`src/rtl/sopc_mem_bridge.sv`:
```
// Shares one combinational-read memory between the CPU fetch and data ports.
// Arbitrates the ports, inserts WAIT_STATES extra cycles and returns per-port stalls.
module sopc_mem_bridge #(
  parameter int ADDR_W        = 32,
  parameter int DATA_W        = 32,
  parameter int WAIT_STATES   = 1,
  parameter int DATA_PRIORITY = 1
) (
  input  logic                clk,
  input  logic                rst,
  input  logic                rom_ce_i,
  input  logic [ADDR_W-1:0]   rom_addr_i,
  output logic [DATA_W-1:0]   rom_data_o,
  output logic                inst_stall_o,
  input  logic                ram_ce_i,
  input  logic                ram_we_i,
  input  logic [ADDR_W-1:0]   ram_addr_i,
  input  logic [DATA_W/8-1:0] ram_sel_i,
  input  logic [DATA_W-1:0]   ram_data_i,
  output logic [DATA_W-1:0]   ram_data_o,
  output logic                data_stall_o,
  output logic                mem_ce_o,
  output logic                mem_we_o,
  output logic [ADDR_W-1:0]   mem_addr_o,
  output logic [DATA_W/8-1:0] mem_sel_o,
  output logic [DATA_W-1:0]   mem_data_o,
  input  logic [DATA_W-1:0]   mem_data_i
);

  localparam int SEL_W = DATA_W / 8;

  typedef enum logic {IDLE = 1'b0, BUSY = 1'b1} state_t;

  state_t              state_r;
  state_t              state_nxt_s;
  logic [3:0]          cnt_r;
  logic                grant_r;       // 1 = data port owns the current access
  logic                last_grant_r;  // 1 = data port was granted last
  logic [ADDR_W-1:0]   addr_r;
  logic                we_r;
  logic [SEL_W-1:0]    sel_r;
  logic [DATA_W-1:0]   wdata_r;
  logic [DATA_W-1:0]   rom_data_r;
  logic [DATA_W-1:0]   ram_data_r;
  logic                load_s;
  logic                pick_data_s;
  logic                done_s;
  logic                busy_s;

  // State register
  always_ff @(posedge clk) begin
    if (rst) begin
      state_r <= IDLE;
    end else begin
      state_r <= state_nxt_s;
    end
  end

  // Arbitration, next state and completion detect
  always_comb begin
    state_nxt_s = state_r;
    load_s      = 1'b0;
    pick_data_s = 1'b0;
    done_s      = 1'b0;
    case (state_r)
      IDLE: begin
        if (rom_ce_i || ram_ce_i) begin
          load_s      = 1'b1;
          state_nxt_s = BUSY;
          if (rom_ce_i && ram_ce_i) begin
            // round-robin hands a tie to whichever port did not go last
            pick_data_s = (DATA_PRIORITY != 0) ? 1'b1 : ~last_grant_r;
          end else begin
            pick_data_s = ram_ce_i;
          end
        end else begin
          state_nxt_s = IDLE;
        end
      end
      BUSY: begin
        if (cnt_r == 4'd0) begin
          done_s      = 1'b1;
          state_nxt_s = IDLE;
        end else begin
          state_nxt_s = BUSY;
        end
      end
      default: begin
        state_nxt_s = IDLE;
      end
    endcase
  end

  // Request latch, wait-state counter and read-data capture
  always_ff @(posedge clk) begin
    if (rst) begin
      cnt_r        <= 4'd0;
      grant_r      <= 1'b0;
      last_grant_r <= 1'b0;
      addr_r       <= '0;
      we_r         <= 1'b0;
      sel_r        <= '0;
      wdata_r      <= '0;
      rom_data_r   <= '0;
      ram_data_r   <= '0;
    end else begin
      if (load_s) begin
        grant_r      <= pick_data_s;
        last_grant_r <= pick_data_s;
        cnt_r        <= 4'(WAIT_STATES);
        if (pick_data_s) begin
          addr_r  <= ram_addr_i;
          we_r    <= ram_we_i;
          sel_r   <= ram_sel_i;
          wdata_r <= ram_data_i;
        end else begin
          addr_r  <= rom_addr_i;
          we_r    <= 1'b0;
          sel_r   <= '1;
          wdata_r <= '0;
        end
      end else if (state_r == BUSY && cnt_r != 4'd0) begin
        cnt_r <= cnt_r - 4'd1;
      end
      // captured even if the requester already dropped ce
      if (done_s && !we_r) begin
        if (grant_r) begin
          ram_data_r <= mem_data_i;
        end else begin
          rom_data_r <= mem_data_i;
        end
      end
    end
  end

  assign busy_s     = (state_r == BUSY);
  assign mem_ce_o   = busy_s;
  assign mem_we_o   = busy_s & we_r;
  assign mem_addr_o = busy_s ? addr_r  : '0;
  assign mem_sel_o  = busy_s ? sel_r   : '0;
  assign mem_data_o = busy_s ? wdata_r : '0;

  // Read data bypasses the register on the completion cycle so the pipeline sees it immediately
  assign rom_data_o   = (done_s && !grant_r && !we_r) ? mem_data_i : rom_data_r;
  assign ram_data_o   = (done_s &&  grant_r && !we_r) ? mem_data_i : ram_data_r;
  assign inst_stall_o = rom_ce_i & ~(done_s & ~grant_r);
  assign data_stall_o = ram_ce_i & ~(done_s &  grant_r);

endmodule

```
`config.mk`:
```
export PLATFORM = sky130hd
export DESIGN_NAME = sopc_mem_bridge
export DESIGN_NICKNAME = d
export VERILOG_FILES = /design/src/rtl/sopc_mem_bridge.sv
export SDC_FILE = /design/constraint.sdc
export NUM_CORES = 1
export LEC_CHECK = 0
export BUFFER_PORTS_ARGS = -buffer_cell sky130_fd_sc_hd__buf_4
export CAP_MARGIN = 10
export CORE_MARGIN = 4
export CORE_UTILIZATION = 49
export CTS_BUF_LIST = sky130_fd_sc_hd__clkbuf_4 sky130_fd_sc_hd__clkbuf_8 sky130_fd_sc_hd__clkbuf_16
export DETAILED_ROUTE_END_ITERATION = 6
export PLACE_DENSITY = 0.83
export SLEW_MARGIN = 30
export SYNTH_ARGS = -nofsm -noshare
export SYNTH_HDL_FRONTEND = slang
export SYNTH_SLANG_ARGS = --single-unit
```
`constraint.sdc`:
```
create_clock -name clk -period 2 [get_ports clk]
set_input_delay 0.3 -clock clk [delete_from_list [all_inputs] [get_ports clk]]
set_output_delay 0.3 -clock clk [all_outputs]
set_load 0.01 [all_outputs]
```
# Word level (Yosys, flattened, before mapping)
# Cells that the tools add are included.
# totals
out_inout_bits,136
ff_bits,139
input_bits,137
word_cells,56
# classes
n_reduce_logical,16
add_sub_neg,1
muxes,20
n_bitwise,9
# op_table
cell,count
$mux W32,6
$mux W1,11
$mux W4,2
$logic_and A1 B1 Y1,7
$and A1 B1 Y1,5
$logic_not A4 Y1,1
$not A1 Y1,4
$reduce_and A2 Y1,2
$reduce_bool A4 Y1,1
$sub A4 B1 Y4 const B,1
$logic_not A1 Y1,2
$pmux W1 S2,1
$reduce_bool A2 Y1,1
$reduce_or A2 Y1,1
$logic_or A1 B1 Y1,1

# Longest topological paths before layout
# Gate-level depths: netlist of run 1.
# depth
word_depth,6
ltp_mapped,7
depth_no_buf,5

# Worst setup path before layout of run 1
# Ideal clock, no wire load.
# synth_path
path_type,register to output
start,register cnt_r[0]
end,output ram_data_o[10]
t_arrival_ps,1544
stages_incl_launch_ff,8
path_slack_ps,156
t_required_ps,1700
n_path_buf,2
path_cell_list,dfxtp_1 inv_1 ha_1 and4bb_1 nand3b_1 buf_6 buf_6 mux2_4
# synth_between
elab_chain_cells,6
# synth_lines
element,line_no,rtl
"start, declared",36,logic [3:0] cnt_r;
"start signal, assigned",110,cnt_r <= 4'(WAIT_STATES);
"start signal, assigned",123,cnt_r <= cnt_r - 4'd1;
$logic_not A4 Y1,81,if (cnt_r == 4'd0) begin
$mux W1,81,
$mux W1,65,case (state_r)
$logic_and A1 B1 Y1 (2 in a row),145,assign ram_data_o = (done_s && grant_r && !we_r) ? mem_data_i : ram_data_r;
$mux W32,145,
"end, declared",20,"output logic [DATA_W-1:0] ram_data_o,"
# Every way passes these cells.

# Worst setup path after layout of run 1
# layout_path
start,register cnt_r[1]
end,output rom_data_o[18]
# layout_between
elab_chain_cells,6
# layout_lines
element,line_no,rtl
$logic_not A4 Y1,81,
$mux W1,81,
$mux W1,65,
$logic_and A1 B1 Y1 (2 in a row),144,assign rom_data_o = (done_s && !grant_r && !we_r) ? mem_data_i : rom_data_r;
$mux W32,144,
"end, declared",13,"output logic [DATA_W-1:0] rom_data_o,"
# Every way passes these cells.

==> results of run 1 <==
-- cell usage in the layout, fill, tap and decap left out, types with 2 or more instances in the layout --
master,synthesis,final
clkbuf_8,0,3
a21oi_1,5,5
clkinvlp_4,0,4
clkbuf_16,0,20
dfxtp_1,139,136
buf_12,0,10
and2_1,69,69
buf_16,0,2
nand2b_1,97,97
buf_4,8,256
a22o_1,25,25
buf_8,0,9
inv_2,0,2
dfxtp_2,0,3
bufinv_16,0,3
nor2_1,22,20
a22oi_1,8,8
mux2_4,28,63
mux2i_1,97,97
o2bb2ai_1,32,32
nor3_1,5,4
clkinv_2,0,5
inv_1,4,2
nor2_4,0,2
nand2_1,2,2
buf_6,11,76
-- power groups by stage --
stage | sequential, mW | combinational [mW] | clock [mW]
finish | 3.05 | 1.80 | 3.24
global route | 3.07 | 1.91 | 3.39
CTS | 3.05 | 1.67 | 3.26
detailed placement | 3.10 | 1.45 | 0
global placement | 3.09 | 1.41 | 0
floorplan | 3.07 | 0.802 | 0
-- cells in the mapped netlist (2+ instances only) --
cell	count
nand2b_1	97
nor3_1	5
buf_4	8
nand2_1	2
clkbuf_1	21
o2bb2ai_1	32
mux2_2	36
ha_1	2
inv_1	4
mux2i_1	97
a22oi_1	8
nor2_1	22
a22o_1	25
dfxtp_1	139
mux2_4	28
and2_1	69
buf_6	11
buf_2	11
a21oi_1	5
-- path summary, 6_finish.rpt --
check             depth (start not counted)     startpoint              to  slack, ns
setup / recovery                         10       cnt_r[1]  rom_data_o[18]      -0.53
setup reg to reg                         11       cnt_r[1]   rom_data_r[8]       0.09
hold reg to reg                           1     addr_r[16]      addr_r[16]       0.46
hold / removal                            2  ram_data_i[8]      wdata_r[8]       0.10
-- logic make-up (layout without fill, tap and decap cells) --
logic type / after synthesis / in the layout / share of synthesized area
AND/OR/NAND/NOR: 204 / 204 / 0.181
multiplexers: 161 / 161 / 0.264
flip-flops: 139 / 139 / 0.408
AO/OA/AOI/OAI: 77 / 77 / 0.0940
buffers and inverters: 55 / 392 / 0.0489
adder cells (fa/ha/maj): 2 / 2 / 0.00367
-- worst max-delay path, stage by stage (launching register included) --
cell	delay (ns)
dfxtp_2	0.32
inv_2	0.09
ha_4	0.15
nand4bb_1	0.14
nor3_2	0.20
buf_6	0.15
buf_6	0.10
buf_12	0.10
buf_8	0.12
mux2_4	0.31
buf_6	0.12
-- area by class of cell --
type,count,share of cell area
Sequential cell,139,0.259
Tap cell,176,0.0205
Clock buffer,20,0.0435
Inverter,4,0.00140
Clock inverter,12,0.0135
Timing Repair Buffer,356,0.302
Multi-Input combinational cell,444,0.360
-- through the flow --
| step | setup WS (ns) | util | power (mW) | setup TNS (ns) | hold WS, ns |
|---|---|---|---|---|---|
| floorplan | 0.156 | - | 3.87 | 0 | 0.424 |
| global placement | -0.0238 | 0.681 | 4.49 | -0.120 | 0.436 |
| detailed placement | -0.0615 | 0.681 | 4.54 | -1.12 | 0.439 |
| CTS | -0.456 | 0.765 | 7.97 | -24.51 | 0.0855 |
| global route | -0.614 | 0.798 | 8.37 | -33.05 | 0.0888 |
| finish | -0.529 | 0.798 | 8.09 | -27.61 | 0.101 |
-- sequential cells by signal (all words and copies together) (netlist names) --
signal and flops:
addr_r 32, ram_data_r 32, rom_data_r 32, wdata_r 32, cnt_r 4, sel_r 4, grant_r 1, mem_ce_o 1
we_r 1
-- what timing repair did --
item / 4_1_cts / 5_1_grt
cloned: 3 / 3
endpoints found under the setup margin: 99 / 106
pin swaps: 0 / 4
gates resized for setup: 78 / 63
buffers inserted: 17 / 27
-- metal layers --
layer / GRT usage / vias up / routed length, um
met5: 0 / - / 0
met4: 0.0915 / 0 / 711
li1: - / 2864 / -
met3: 0.0851 / 59 / 1600
met1: 0.275 / 2956 / 8270
met2: 0.441 / 248 / 11700
==> impl_table.tex, run 1 <==
\begin{tabular}{lr}
\hline
Metric & Value \\
\hline
\multicolumn{2}{l}{\textbf{Synthesis}} \\
\quad Synthesized netlist cell count & $\sim$640 \\
\quad Synthesis warning total & 0 \\
\quad Number of flip-flops and latches in the synthesized netlist & between 100 and 150 \\
\quad Post-synthesis cell area & 6810 um2 \\
\quad Syn\_nets & about 780 \\
\quad Library cell with the largest summed area after synthesis & dfxtp\_1 \\
\quad Post-synthesis average cell area & 10.7 um2 \\
\quad Part of the Yosys area used for sequential elements & 0.408 \\
\quad Post-synth top area share & 0.408 \\
\quad Area contributors post-synth & dfxtp\_1, mux2i\_1, nand2b\_1, and2\_1, mux2\_4 \\
\quad Unique masters post-synth & 35 \\
\quad Post-synth top flop & dfxtp\_1 \\
\quad Share of synthesized flip-flops with an asynchronous set or reset & 0 \\
\quad Number of enable flip-flop cells after synthesis & 0 \\
\multicolumn{2}{l}{\textbf{Power}} \\
\quad Power density over the cells & approximately 750 nW/um2 \\
\quad Leakage power & 5.17 nW \\
\quad Portion of total power attributed to combinational logic & 0.222 \\
\quad Proportion of total power due to net switching & 0.252 \\
\quad Net load switching power & 2.04 mW \\
\quad Clock Power Share & 0.401 \\
\quad Worst IR drop on VDD & 0.497 mV \\
\quad Part of the total power dissipated in sequential elements & 0.378 \\
\quad Internal Pwr Total & roughly 6.0 mW \\
\multicolumn{2}{l}{\textbf{Hold path}} \\
\quad Tightest Hold Check Type & in -> reg \\
\multicolumn{2}{l}{\textbf{Timing}} \\
\quad Period utilization & 1.26 \\
\quad Clock period minus final worst setup slack & approximately 2.5 ns \\
\quad Setup repair after global routing missed its margin & true \\
\quad Slew Limit Headroom & 0.616 \\
\quad Hold Vio Cnt, Final & 0 \\
\quad Slew Limit Fails & 0 \\
\quad Achievable frequency & 0.395 GHz \\
\quad Clock tree skew after final layout & approximately 0.0049 ns \\
\quad Final setup violation count & 64 \\
\quad Measured slew at the worst slew-check pin & 0.575 ns \\
\quad Worst setup margin & -0.529 ns \\
\multicolumn{2}{l}{\textbf{CTS}} \\
\quad Number of CTS-inserted buffers & 17 \\
\quad Clock sink count & $\sim$140 \\
\quad Clock tree from TritonCTS & built \\
\quad CTS H-tree depth & 4 \\
\quad Max Buffers Root-to-Sink & 2 \\
\quad Clock root buffer master & clkbuf\_16 \\
\quad Clk pin slew, worst setup/hold paths & about 0.060 ns \\
\quad Later-pin clock latency in the skew report & 0.41 ns \\
\quad Number of hold-repair buffers added at the cts stage & 0 \\
\multicolumn{2}{l}{\textbf{Finish}} \\
\quad Share of layout cells above drive strength 1 & 0.479 \\
\quad Register area & 2790 um2 \\
\quad Post-route insts no fill & 1151 \\
\quad Post-Layout Inst Area & between 10000 and 15000 um2 \\
\quad Layout filler cell count & 797 \\
\quad Net total in the final layout & 1101 \\
\quad Diode count & 0 \\
\quad Total area of multi-input combinational cells & 3860 um2 \\
\quad Synth-to-layout area growth & 57.6\% \\
\multicolumn{2}{l}{\textbf{Drt}} \\
\quad Drt pass-1 iters & 4 \\
\quad Wirelength, routed & 22.3 mm \\
\quad Vias & 6127 \\
\quad Mean routed wirelength per cell & around 19 um \\
\quad Antenna Violating Nets Remaining & 0 \\
\quad DR iter-0 viols & 307 \\
\quad Number of design rule violations left after detail routing & 0 \\
\quad Vias per Instance & 5.32 \\
\multicolumn{2}{l}{\textbf{Setup path}} \\
\quad Type of the worst setup path & reg -> out \\
\quad Startpoint class of the critical path & flip-flop \\
\quad Top fanout value on the critical path & 4 \\
\quad Worst EP required & 1.70 ns \\
\quad Element type at the critical path end & primary output \\
\quad Crit path arrival time & 2.23 ns \\
\multicolumn{2}{l}{\textbf{Run status}} \\
\quad Violated checks & negative setup slack \\
\quad Status & finished, violations left \\
\multicolumn{2}{l}{\textbf{Die}} \\
\quad Total Die Area & around 16000 um2 \\
\quad Top Ports & 273 \\
\quad Die span in x & 126 um \\
\quad Cell Rows & 42 \\
\quad Core ar. & 13500 um2 \\
\quad Die Height & 126 um \\
\quad Initial core utilization & 0.506 \\
\multicolumn{2}{l}{\textbf{Place}} \\
\quad GP Congestion & 0.796 \\
\quad Placed wire-length estimate after detailed placement & 13.9 mm \\
\quad Placed cell areas & between 9000 and 10000 um2 \\
\quad Port bufs & 272 \\
\quad Cells after DPL & around 1100 \\
\multicolumn{2}{l}{\textbf{GRT}} \\
\quad Overflow left after global routing & 0 \\
\quad Wire length of the first global-routing pass & 32.3 mm \\
\quad Total routing usage reported by global routing & 0.249 \\
\quad Initial antenna violation count & 0 \\
\quad Largest net degree at the start of global routing & 58 \\
\quad Vias in the first global route & between 6000 and 7000 \\
\multicolumn{2}{l}{\textbf{Flow run}} \\
\quad Maximum Capacitance Violations & 0 \\
\hline
\end{tabular}
(Power assumes the default switching activity.)
==> inputs of run 2 (changes only) <==
==> constraint.sdc (replaced) <==
create_clock -name clk -period 2 [get_ports clk]
set_input_delay 0.3 -clock clk [delete_from_list [all_inputs] [get_ports clk]]
set_output_delay 0.3 -clock clk [all_outputs]
set_load 0.1 [all_outputs]
==> impl_table.tex, run 2 (synthesized netlist as in run 1, its figures left out) <==
\begin{tabular}{lr}
\hline
Metric & Value \\
\hline
\multicolumn{2}{l}{\textbf{Finish}} \\
\quad Diode count & 0 \\
\quad Share of layout cells above drive strength 1 & 0.532 \\
\quad Post-route insts no fill & $\sim$1100 \\
\quad Synth-to-layout area growth & 63.6\% \\
\quad Top library cells by usage in the layout, fill and taps aside & buf\_4, dfxtp\_1, nand2b\_1, mux2i\_1, buf\_12 \\
\quad Net total in the final layout & 1078 \\
\quad Most common cell after layout, fill and taps aside & buf\_4 \\
\quad Fin util & 0.828 \\
\quad Post-Layout Inst Area & 11100 um2 \\
\multicolumn{2}{l}{\textbf{Hold path}} \\
\quad Hold Crit Depth & 2 \\
\quad Tightest Hold Check Type & in -> reg \\
\quad Endpoint of the worst hold-timing path & wdata\_r[16] \\
\quad Hold path start & ram\_data\_i[16] \\
\multicolumn{2}{l}{\textbf{Power}} \\
\quad Portion of total power attributed to combinational logic & 0.335 \\
\quad Part of the total power dissipated in sequential elements & 0.336 \\
\quad Leakage power & 5.21 nW \\
\quad Proportion of total power due to net switching & 0.345 \\
\quad Net load switching power & around 3.1 mW \\
\quad Power density over the cells & 814 nW/um2 \\
\quad Worst IR drop on VDD & $\sim$0.55 mV \\
\quad Clock Power Share & 0.328 \\
\quad Internal Pwr Total & 5.94 mW \\
\multicolumn{2}{l}{\textbf{Setup path}} \\
\quad Type of the worst setup path & reg -> out \\
\quad Peak per-stage delay on the critical path & 0.34 ns \\
\quad Critical-path cell with the highest stage delay & mux2\_4 \\
\quad Number of cells traversed by the worst register-to-register path & 9 \\
\quad Worst EP required & approximately 1.7 ns \\
\quad Element type at the critical path end & primary output \\
\quad Cells along the critical path & inv\_2 -> ha\_4 -> nand4bb\_1 -> nor3\_2 -> buf\_6 -> buf\_12 -> mux2\_4 -> buf\_12 \\
\quad Top fanout value on the critical path & 11 \\
\quad Crit path top cell by count & buf\_12 \\
\quad Startpoint class of the critical path & flip-flop \\
\quad Source of the worst register-to-register timing path & cnt\_r[0] \\
\quad Minimum setup slack among reg-to-reg paths & 0.11 ns \\
\quad End of the worst register-to-register path & ram\_data\_r[22] \\
\quad Crit path arrival time & 2.13 ns \\
\multicolumn{2}{l}{\textbf{Drt}} \\
\quad Antenna Violating Nets Remaining & 0 \\
\quad Number of design rule violations left after detail routing & 0 \\
\quad DR iter-0 viols & approximately 350 \\
\quad Mean routed wirelength per cell & 20.2 um \\
\quad Vias per Instance & 5.35 \\
\quad Vias & 6032 \\
\quad Met1 Routed Length & approximately 8.4 mm \\
\quad Drt pass-1 iters & 6 \\
\quad Wirelength, routed & between 20 and 25 mm \\
\quad Met2 routed wirelength & 12.0 mm \\
\quad Top layer in use & met4 \\
\quad Amount of wire on met3 after detailed routing & 1.82 mm \\
\multicolumn{2}{l}{\textbf{GRT}} \\
\quad Wire length of the first global-routing pass & 34.8 mm \\
\quad Initial antenna violation count & 0 \\
\quad Vias in the first global route & $\sim$6500 \\
\quad Overflow left after global routing & 0 \\
\quad Largest net degree at the start of global routing & between 100 and 150 \\
\quad Total routing usage reported by global routing & 0.273 \\
\multicolumn{2}{l}{\textbf{Die}} \\
\quad Die Height & 126 um \\
\quad Die span in x & 126 um \\
\quad Cell Rows & 42 \\
\quad Total Die Area & 15900 um2 \\
\quad Top Ports & 273 \\
\quad Core ar. & 13500 um2 \\
\quad Initial core utilization & 0.506 \\
\multicolumn{2}{l}{\textbf{Timing}} \\
\quad Clock period minus final worst setup slack & between 2 and 2.5 ns \\
\quad Achievable frequency & 0.412 GHz \\
\quad Hold Vio Cnt, Final & 0 \\
\quad Measured slew at the worst slew-check pin & 0.566 ns \\
\quad Final setup violation count & 65 \\
\quad Period utilization & 1.21 \\
\quad Slew Limit Headroom & 0.622 \\
\quad Clock tree skew after final layout & 0.00933 ns \\
\quad Setup repair after global routing missed its margin & true \\
\quad WHS & 0.101 ns \\
\quad Worst setup margin & -0.429 ns \\
\quad Slew Limit Fails & 0 \\
\multicolumn{2}{l}{\textbf{Run status}} \\
\quad Status & finished, violations left \\
\quad Violated checks & negative setup slack \\
\multicolumn{2}{l}{\textbf{Place}} \\
\quad Placed cell areas & 9380 um2 \\
\quad GP Congestion & roughly 0.82 \\
\quad Cells after DPL & 1076 \\
\quad Placed wire-length estimate after detailed placement & 14.3 mm \\
\quad Place WS & -0.151 ns \\
\quad Port bufs & around 270 \\
\multicolumn{2}{l}{\textbf{CTS}} \\
\quad Number of hold-repair buffers added at the cts stage & 0 \\
\quad Clock tree from TritonCTS & built \\
\quad CTS H-tree depth & 4 \\
\quad Number of CTS-inserted buffers & 17 \\
\quad Max Buffers Root-to-Sink & 2 \\
\quad Later-pin clock latency in the skew report & approximately 0.4 ns \\
\quad Clock root buffer master & clkbuf\_16 \\
\quad Clk pin slew, worst setup/hold paths & 0.06 ns \\
\quad Clock sink count & roughly 140 \\
\multicolumn{2}{l}{\textbf{Flow run}} \\
\quad Maximum Capacitance Violations & 0 \\
\hline
\end{tabular}
run 2: what timing repair did:
| action | 4_1_cts | 5_1_grt |
|---|---|---|
| pin swaps | 3 | 3 |
| gates resized for setup | 217 | 33 |
| endpoints found under the setup margin | 106 | 107 |
| buffers inserted | 14 | 4 |
| cloned | 3 | 1 |
run 2: routing by layer:
metal,GRT usage,vias up
li1,-,2822
met1,0.295,2920
met2,0.486,244
met3,0.0919,46
met4,0.113,0
met5,0,-
run 2: layout make-up:
type                            count  area [um2]
Fill cell                         731        2310
Multi-Input combinational cell    444        3950
Inverter                            4        15.0
Clock buffer                       21         468
Sequential cell                   139        2790
Tap cell                          176         220
Clock inverter                     11        96.3
Timing Repair Buffer              333        3600
run 2: worst max-delay path by stage:
stage	startpoint	to	slack [ns]	cells past startpoint
final	cnt_r[0]	rom_data_o[19]	-0.43	8
after global routing	cnt_r[0]	rom_data_o[19]	-0.51	8
after floorplan	mem_ce_o	rom_data_o[10]	-0.04	6
after CTS	cnt_r[1]	rom_data_o[27]	-0.51	9
after global placement	cnt_r[0]	ram_data_o[24]	-0.08	8
after detailed placement	cnt_r[0]	ram_data_o[19]	-0.15	8
run 2: stage by stage:
step	TNS (ns)	power [mW]
after floorplan	-1.99	5.02
after global placement	-2.96	5.64
after detailed placement	-6.86	5.70
after CTS	-28.04	9.05
after global routing	-30.74	9.36
final	-25.47	9.08
run 2: worst max-delay path, delay by kind of cell, from the launching register on:
| kind | cells | cell delay (ns) |
|---|---|---|
| muxes | 1 | 0.34 |
| DFF | 1 | 0.32 |
| and+or+nand+nor | 2 | 0.30 |
| adders and majority gates | 1 | 0.14 |
| buffers and inverters | 4 | 0.61 |
run 2: power by group through the flow:
stage	clock (mW)	combinational, mW	sequential [mW]
4_1_cts	3.01	2.99	3.04
6_report	2.98	3.05	3.05
5_1_grt	3.14	3.15	3.07
2_1_floorplan	0	1.94	3.08
3_5_place_dp	0	2.60	3.10
3_3_place_gp	0	2.55	3.09
